**src/rtl/mem_lsu.sv**
```systemverilog
// rtl/mem_lsu.sv - byte/half/word load-store unit with sub-word read-modify-write in front of the word-wide data memory; optional MEM_LSU_ADDR_CHECK_EN
`ifndef WORD
`define WORD 32
`endif
`ifndef ADDR
`define ADDR 16
`endif

module mem_lsu #(
  parameter bit MISALIGN_TRAP = 1'b1
) (
  input  logic              clk,
  input  logic              rst_n,
  input  logic              req_valid,
  output logic              req_ready,
  input  logic              req_we,
  input  logic [1:0]        req_size,
  input  logic              req_unsigned,
  input  logic [`ADDR+1:0]  req_addr,
  input  logic [`WORD-1:0]  req_wdata,
  output logic              resp_valid,
  output logic [`WORD-1:0]  resp_rdata,
  output logic              resp_err,
  output logic [`ADDR-1:0]  mem_A,
  output logic              mem_W,
  output logic [`WORD-1:0]  mem_D,
  input  logic [`WORD-1:0]  mem_Q,
  input  logic [`ADDR-1:0]  mem_Ao
);

  typedef enum logic [2:0] {
    IDLE     = 3'd0,
    LD_RESP  = 3'd1,
    MERGE    = 3'd2,
    ST_RESP  = 3'd3,
    ERR_RESP = 3'd4
  } state_t;

  state_t             state_q, state_d;
  logic [`ADDR-1:0]   waddr_q;
  logic [1:0]         lane_q;
  logic [1:0]         size_q;
  logic               uns_q;
  logic [`WORD-1:0]   wdata_q;
  logic               resp_valid_q, resp_valid_d;
  logic               resp_err_q, resp_err_d;
  logic [`WORD-1:0]   resp_rdata_q, resp_rdata_d;

  logic               accept;
  logic               req_illegal;
  logic               req_trap;
  logic               req_is_word;
  logic [1:0]         req_lane;
  logic [`ADDR-1:0]   req_waddr;
  logic [7:0]         ld_byte;
  logic [15:0]        ld_half;
  logic [`WORD-1:0]   ld_data;
  logic [`WORD-1:0]   merged;
  logic               ao_bad;

  assign req_waddr   = req_addr[`ADDR+1:2];
  // Size 11 is treated as a word access when trapping is disabled.
  assign req_is_word = req_size[1];
  assign req_illegal = (req_size == 2'b11) ||
                       (req_size == 2'b01 && req_addr[0]) ||
                       (req_size == 2'b10 && req_addr[1:0] != 2'b00);
  assign req_trap    = MISALIGN_TRAP && req_illegal;
  // Lane forced down to the natural alignment of the access size.
  assign req_lane    = req_is_word ? 2'b00 :
                       (req_size == 2'b01) ? {req_addr[1], 1'b0} : req_addr[1:0];

  // No new request while a response pulse is on the bus.
  assign req_ready   = rst_n && (state_q == IDLE) && !resp_valid_q;
  assign accept      = req_valid && req_ready;

`ifdef MEM_LSU_ADDR_CHECK_EN
  assign ao_bad = (mem_Ao != waddr_q);
`else
  logic unused_ao;
  assign unused_ao = ^mem_Ao;
  assign ao_bad    = 1'b0;
`endif

  // Extract and extend the addressed lane of the returned word.
  always_comb begin
    ld_byte = mem_Q[{lane_q, 3'b000} +: 8];
    ld_half = mem_Q[{lane_q[1], 4'b0000} +: 16];
    case (size_q)
      2'b00:   ld_data = uns_q ? {{(`WORD-8){1'b0}}, ld_byte}
                               : {{(`WORD-8){ld_byte[7]}}, ld_byte};
      2'b01:   ld_data = uns_q ? {{(`WORD-16){1'b0}}, ld_half}
                               : {{(`WORD-16){ld_half[15]}}, ld_half};
      default: ld_data = mem_Q;
    endcase
  end

  // Replace the target lane of the old word with the store data.
  always_comb begin
    merged = mem_Q;
    case (size_q)
      2'b00:   merged[{lane_q, 3'b000} +: 8]     = wdata_q[7:0];
      2'b01:   merged[{lane_q[1], 4'b0000} +: 16] = wdata_q[15:0];
      default: merged = wdata_q;
    endcase
  end

  // Next state, memory port and response values.
  always_comb begin
    state_d      = state_q;
    resp_valid_d = 1'b0;
    resp_err_d   = 1'b0;
    resp_rdata_d = '0;
    mem_W        = 1'b0;
    mem_D        = '0;
    mem_A        = '0;
    case (state_q)
      IDLE: begin
        mem_A = rst_n ? req_waddr : '0;
        if (accept) begin
          if (req_trap) begin
            state_d = ERR_RESP;
          end else if (!req_we) begin
            state_d = LD_RESP;
          end else if (req_is_word) begin
            mem_W   = 1'b1;
            mem_D   = req_wdata;
            state_d = ST_RESP;
          end else begin
            state_d = MERGE;
          end
        end
      end
      LD_RESP: begin
        mem_A        = waddr_q;
        resp_valid_d = 1'b1;
        if (ao_bad) begin
          resp_err_d = 1'b1;
        end else begin
          resp_rdata_d = ld_data;
        end
        state_d = IDLE;
      end
      MERGE: begin
        mem_A = waddr_q;
        if (ao_bad) begin
          state_d = ERR_RESP;
        end else begin
          mem_W   = 1'b1;
          mem_D   = merged;
          state_d = ST_RESP;
        end
      end
      ST_RESP: begin
        mem_A        = waddr_q;
        resp_valid_d = 1'b1;
        state_d      = IDLE;
      end
      ERR_RESP: begin
        mem_A        = waddr_q;
        resp_valid_d = 1'b1;
        resp_err_d   = 1'b1;
        state_d      = IDLE;
      end
      default: state_d = IDLE;
    endcase
  end

  // State and registered response.
  always_ff @(posedge clk or negedge rst_n) begin
    if (!rst_n) begin
      state_q      <= IDLE;
      resp_valid_q <= 1'b0;
      resp_err_q   <= 1'b0;
      resp_rdata_q <= '0;
    end else begin
      state_q      <= state_d;
      resp_valid_q <= resp_valid_d;
      resp_err_q   <= resp_err_d;
      resp_rdata_q <= resp_rdata_d;
    end
  end

  // Capture the request fields on accept.
  always_ff @(posedge clk or negedge rst_n) begin
    if (!rst_n) begin
      waddr_q <= '0;
      lane_q  <= '0;
      size_q  <= '0;
      uns_q   <= 1'b0;
      wdata_q <= '0;
    end else if (accept) begin
      waddr_q <= req_waddr;
      lane_q  <= req_lane;
      size_q  <= req_size;
      uns_q   <= req_unsigned;
      wdata_q <= req_wdata;
    end
  end

  assign resp_valid = resp_valid_q;
  assign resp_err   = resp_err_q;
  assign resp_rdata = resp_rdata_q;

endmodule

```
**config.mk**
```make
export PLATFORM = sky130hd
export DESIGN_NAME = mem_lsu
export DESIGN_NICKNAME = d
export VERILOG_FILES = /design/src/rtl/mem_lsu.sv
export SDC_FILE = /design/constraint.sdc
export NUM_CORES = 1
export LEC_CHECK = 0
export CAP_MARGIN = 20
export CORE_MARGIN = 1.5
export CORE_UTILIZATION = 50
export DETAILED_ROUTE_END_ITERATION = 16
export GPL_ROUTABILITY_DRIVEN = 0
export HOLD_SLACK_MARGIN = 0.03
export PLACE_DENSITY = 0.87
export SYNTH_ARGS = -nofsm -noshare
export SYNTH_HDL_FRONTEND = slang
export SYNTH_SLANG_ARGS = --single-unit
```
**constraint.sdc**
```tcl
create_clock -name clk -period 3.8 [get_ports clk]
set_clock_uncertainty 0.15 [all_clocks]
set_input_delay 0.57 -clock clk [delete_from_list [all_inputs] [get_ports clk]]
set_output_delay 0.57 -clock clk [all_outputs]
set_load 0.01 [all_outputs]
```
Yosys cells after proc, flatten, opt, wreduce, memory -nomap -nowiden
Cells that the tools add are included.
{"block": "word_totals", "ff_bits": 90, "latchBits": 0, "ramBits": 0, "rom_bits": 0, "inputBits": 105, "out_inout_bits": 84, "wordCells": 67, "memories": 0}
{"block": "classes", "addsub": 2, "mul": 0, "n_div": 0, "order_cmp": 0, "eq_ne": 9, "shift": 6, "mux": 28, "bitwise_logic": 0, "reduce_logical": 13}
{"operator": "$mux 32", "count": 7}
{"operator": "$pmux 32 s2", "count": 3}
{"operator": "$bwmux 32", "count": 2}
{"operator": "$pmux 16 s2", "count": 1}
{"operator": "$shift 16x7->32 const A", "count": 1}
{"operator": "$shift 8x7->32 const A", "count": 1}
{"operator": "$shiftx 16x7->32", "count": 1}
{"operator": "$shiftx 32x6->16", "count": 1}
{"operator": "$shiftx 32x6->8", "count": 1}
{"operator": "$shiftx 8x7->32", "count": 1}
{"operator": "$mux 16", "count": 1}
{"operator": "$neg 5->7", "count": 2}
{"operator": "$mux 1", "count": 8}
{"operator": "$eq 3x2->1 const B", "count": 2}
{"operator": "$mux 3", "count": 2}
{"operator": "$pmux 3 s2", "count": 1}
{"operator": "$logic_and 1x1->1", "count": 5}
{"operator": "$eq 2x1->1 const B", "count": 2}
{"operator": "$eq 2x2->1 const B", "count": 2}
{"operator": "$mux 2", "count": 2}
{"operator": "$reduce_or 4->1", "count": 1}
{"operator": "$eq 3x1->1 const B", "count": 1}
{"operator": "$eq 3x3->1 const B", "count": 1}
{"operator": "$logic_not 3->1", "count": 1}
{"operator": "7 further kinds", "count": 8}

Longest topological paths before layout
{"block": "depth", "ltp_word": 7, "depth_mapped": 9}

Worst setup path after synthesis
No wires, ideal clock.
{"block": "synth_path", "path_type": "register -> output", "start": "register lane_q[1]", "end": "output mem_D[24]", "arrival_time_ps": 2153, "slack_ps": 927, "stages_incl_launch_ff": 10, "path_buffers": 3, "path_cell_list": "dfrtp_1 buf_2 buf_2 inv_1 ha_1 nor4bb_1 clkbuf_1 a21oi_1 o21ai_0 a22o_1"}
{"block": "synth_between", "elab_chain_len": 5, "word_cells_on_any_way": 10, "classes_between": "2 x add/sub; 4 x shift; 4 x mux"}
{"item": "from (decl)", "line_no": "41", "source": "logic [1:0] lane_q;"}
{"item": "from (signal assigned)", "line_no": "193", "source": "lane_q <= req_lane;"}
{"item": "$neg 5->7, on equally long branches", "line_no": "102, 101"}
{"item": "$shiftx 16x7->32 (tied with other cells)", "line_no": "102", "source": "2'b01: merged[{lane_q[1], 4'b0000} +: 16] = wdata_q[15:0];"}
{"item": "$bwmux 32, on equally long branches", "line_no": "102, 101"}
{"item": "$pmux 32 s2 (*)", "line_no": "100", "source": "case (size_q)"}
{"item": "$pmux 32 s2 (*)", "line_no": "116", "source": "case (state_q)"}
{"item": "to (decl)", "line_no": "26", "source": "output logic [`WORD-1:0] mem_D,"}
Every way passes the cells marked *; elsewhere a longest branch is shown, timed or not.

Worst setup path in the final report
{"block": "layout_path", "start": "register lane_q[1]", "end": "output mem_D[20]"}
Same word-level chain as after synthesis.

==> impl_summary.md <==
Run status
The flow ran to the end, and the final reports show no timing, DRC or antenna violations.

Logic synthesis
The total standard cell area after synthesis is 5590 um^2. The number of flip-flops and latches in the synthesized netlist is 90. The most repeated cell in the gate-level netlist after synthesis is sky130_fd_sc_hd__nand2_1. The number of enable flip-flop cells after synthesis is 0. By area the synthesized netlist is led by sky130_fd_sc_hd__dfrtp_1 40%, sky130_fd_sc_hd__nand2_1 11%, sky130_fd_sc_hd__a22o_1 5.8%, sky130_fd_sc_hd__nor2b_1 4.6%, sky130_fd_sc_hd__mux2_2 3.4%. The cell accounting for the most synthesized area is sky130_fd_sc_hd__dfrtp_1. The net count of the mapped netlist is 761. The fraction of synthesis flops using an asynchronous set or reset pin is 100%. In the synthesized netlist, the number of instances is 651. The number of library cell types mapped by synthesis is 48.

The synthesis warning total is 0. In the synthesized netlist the dominant register cell turns out to be sky130_fd_sc_hd__dfrtp_1. After synthesis, flip-flops and latches occupy 40.3% of the total area. By count the netlist is led by 157 x sky130_fd_sc_hd__nand2_1, 90 x sky130_fd_sc_hd__dfrtp_1, 41 x sky130_fd_sc_hd__nor2b_1, 38 x sky130_fd_sc_hd__a21oi_1. The post-synthesis average cell area is 8.58 um^2. The synthesized design devotes to its leading area cell type 40.3% of total area.

Route
For this run, design rule violations remaining after detail routing come to 0. The via density per instance is 6.16. The number of DRC markers after the initial detailed-route iteration is 685. The number of nets still failing antenna checks after routing is 0.

The post-detailed-routing wire length is 18.2 mm. The average routed wire per standard cell is 19.3 um. Summing over every cut layer, the via total after detailed routing is 5817. The detailed-routing iteration count for the pre-antenna-repair pass is 8.

Place
Once detailed placement completed, the half-perimeter wirelength came to 13.3 mm. Summing all placed instances gives a cell area of 7380 um^2. The count of input and output buffers is 172. At the placement stage, the worst setup path has a slack of 0.184 ns.

Timing
The part of the cycle the worst path needs is 97.0%. The worst pin sits at a relative slew slack of 44.7%. For the pin with the worst max-slew slack, the measured transition is 0.827 ns. The number of endpoints with negative hold slack in the final report came to 0. Timing would allow up to 271 MHz. The number of failing setup endpoints in the final timing report is 0.

The worst path needs 3.69 ns of the cycle, external delays included. The minimum setup slack in the final design is 0.114 ns. The final count of pins violating max slew is 0.

Setup repair after global routing could not meet its margin everywhere.

Floorplanning
From bottom edge to top edge, the die measures 109 um. The starting density of the core is 51.3%. The placement row count is 38.

The core box area is 10900 um^2. The floorplan step defined a die boundary enclosing 11800 um^2. The die is 109 um wide. In this run the count of I/O pins placed on the die edge is 189.

Final layout
In the final design database the tool counted 910 nets. The layout has 859 filler cells. The area of all placed cells without fillers is 7600 um^2. The antenna diode count is 0. The layout cell share with drive strength beyond 1 is 8.57%. Compared with the post-synthesis result, the final layout area differs by 36.1%. The utilization of the core after routing is 69.8%.

Power and ir drop
The design draws 5.32 mW. The power density over the cells is 700 nW/um^2. For this design the static power due to leakage is 3.22 nW. The maximum vdd ir drop is 363 uV.

Run
Across the run, the number of max-cap violations was 0.

Setup path
The logic depth of the worst register-to-register path is 6. The worst setup path is of the flop to output pin kind. The worst setup path is launched from a flop.

The kind of end point of the critical path is an output pin. The maximum fanout along the worst path is 28. The data arrival time of the critical path is 2.97 ns.

The critical path data required time is 3.08 ns.

Clocking
Counting along the longest clock path gives a buffer depth of 2. CTS placed an instance of sky130_fd_sc_hd__clkbuf_8 at the clock tree root. The later pin in the worst-skew pair is clocked with a latency of 0.36 ns. Buffers inserted during clock tree synthesis total 9. The clock net in this run drives a total of 90 sinks. The clock tree from TritonCTS is done. The H-tree depth is 3. In this run, post-CTS hold repair placed 0 buffers.

Clock-pin slew was measured on the worst setup and hold paths at 0.10 ns.

Worst hold path
The path type of the worst min-delay path is input pin to asynchronous set/reset pin.

Global route
The overall routing resource usage is 31.3%. The global-route congestion overflow total is 0. The first global-routing pass estimated 28.2 mm of wire.

The number of antenna violations at the first check in global routing was 0. The largest net degree at the start of global routing is 61. The number of global-route vias before repair came to 5430.
layout make-up:
| class | instances | area, um^2 | share of cell area, % |
|---|---|---|---|
| Multi-Input combinational cell | 494 | 3030 | 39.8 |
| Clock inverter | 6 | 90.1 | 1.19 |
| Sequential cell | 90 | 2250 | 29.6 |
| Inverter | 14 | 52.6 | 0.691 |
| Timing Repair Buffer | 191 | 1870 | 24.7 |
| Tap cell | 140 | 175 | 2.30 |
| Clock buffer | 10 | 128 | 1.68 |
stage by stage:
stage | std cells | TNS (ns) | hold slack (ns)
floorplan | 651 | 0 | 0.124
global placement | 929 | 0 | 0.311
detailed placement | 929 | 0 | 0.315
CTS | 945 | 0 | 0.168
global route | 945 | -0.0239 | 0.190
finish | 945 | 0 | 0.152
where the power goes:
| part | switching (mW) | internal (mW) | total (mW) |
|---|---|---|---|
| clock | 0.350 | 0.373 | 0.724 |
| combinational | 1.57 | 1.35 | 2.92 |
| sequential | 0.372 | 1.30 | 1.68 |
sequential cells by signal, summed over array words and instances, names as in the netlist, 2 cells and up:
register / flops
resp_rdata: 32
wdata_q: 32
waddr_q: 16
state_q: 3
lane_q: 2
size_q: 2
layer usage:
metal	track usage (%)	wire length [um]	share of wire (%)
met2	49.1	8290	45
met1	40.2	6860	38
met5	0	0	0
met4	15.9	866	4.7
met3	8.07	2220	12
cells by family after synthesis:
logic type / share of synthesized area (%)
compound gates: 23.7
fa+ha+maj: 1.12
buf+inv: 5.58
flops: 40.3
mux: 6.12
simple gates: 23.2
final timing paths:
check / from / endpoint / slack (ns)
max: lane_q[1] / mem_D[20] / 0.11
min: rst_n / resp_rdata[14] / 0.15
max reg2reg: state_q[2] / wdata_q[9] / 1.27
min reg2reg: wdata_q[23] / wdata_q[23] / 0.34
max in group asynchronous: rst_n / waddr_q[0] / 2.36
min in group clk: wdata_q[23] / wdata_q[23] / 0.34
critical path, cell delays in order, from the launching register on:
cell and delay, ns:
sky130_fd_sc_hd__dfrtp_1 0.35, sky130_fd_sc_hd__buf_4 0.34, sky130_fd_sc_hd__ha_2 0.36, sky130_fd_sc_hd__nor4bb_1 0.32
sky130_fd_sc_hd__buf_4 0.21, sky130_fd_sc_hd__a21oi_1 0.07, sky130_fd_sc_hd__o21ai_0 0.24, sky130_fd_sc_hd__a22o_1 0.17
sky130_fd_sc_hd__clkdlybuf4s50_1 0.55
cell usage in the layout (no fill, tap or decap), drive strengths merged, types with 2 or more instances in the layout:
master	n
a2111oi	5
a21o	2
a21oi	38
a221oi	10
a22o	37
a22oi	18
and2	3
buf	20
bufinv	2
clkbuf	10
clkdlybuf4s50	171
clkinv	2
dfrtp	90
ha	5
inv	15
mux2	17
mux2i	6
mux4	4
nand2	157
nand2b	10
nand3	3
nand3b	2
nor2	19
nor2b	41
nor3	18
nor3b	3
nor4bb	2
o21ai	37
o221ai	5
o22ai	12
o2bb2ai	14
o32ai	6
or2	3
or3b	7
what timing repair did:
item | in CTS | in global routing
endpoints found under the hold margin | 0 | 0
endpoints found under the setup margin | 0 | 10
setup buffers | 0 | 0
resized for setup | 0 | 2
(Power assumes the default switching activity.)
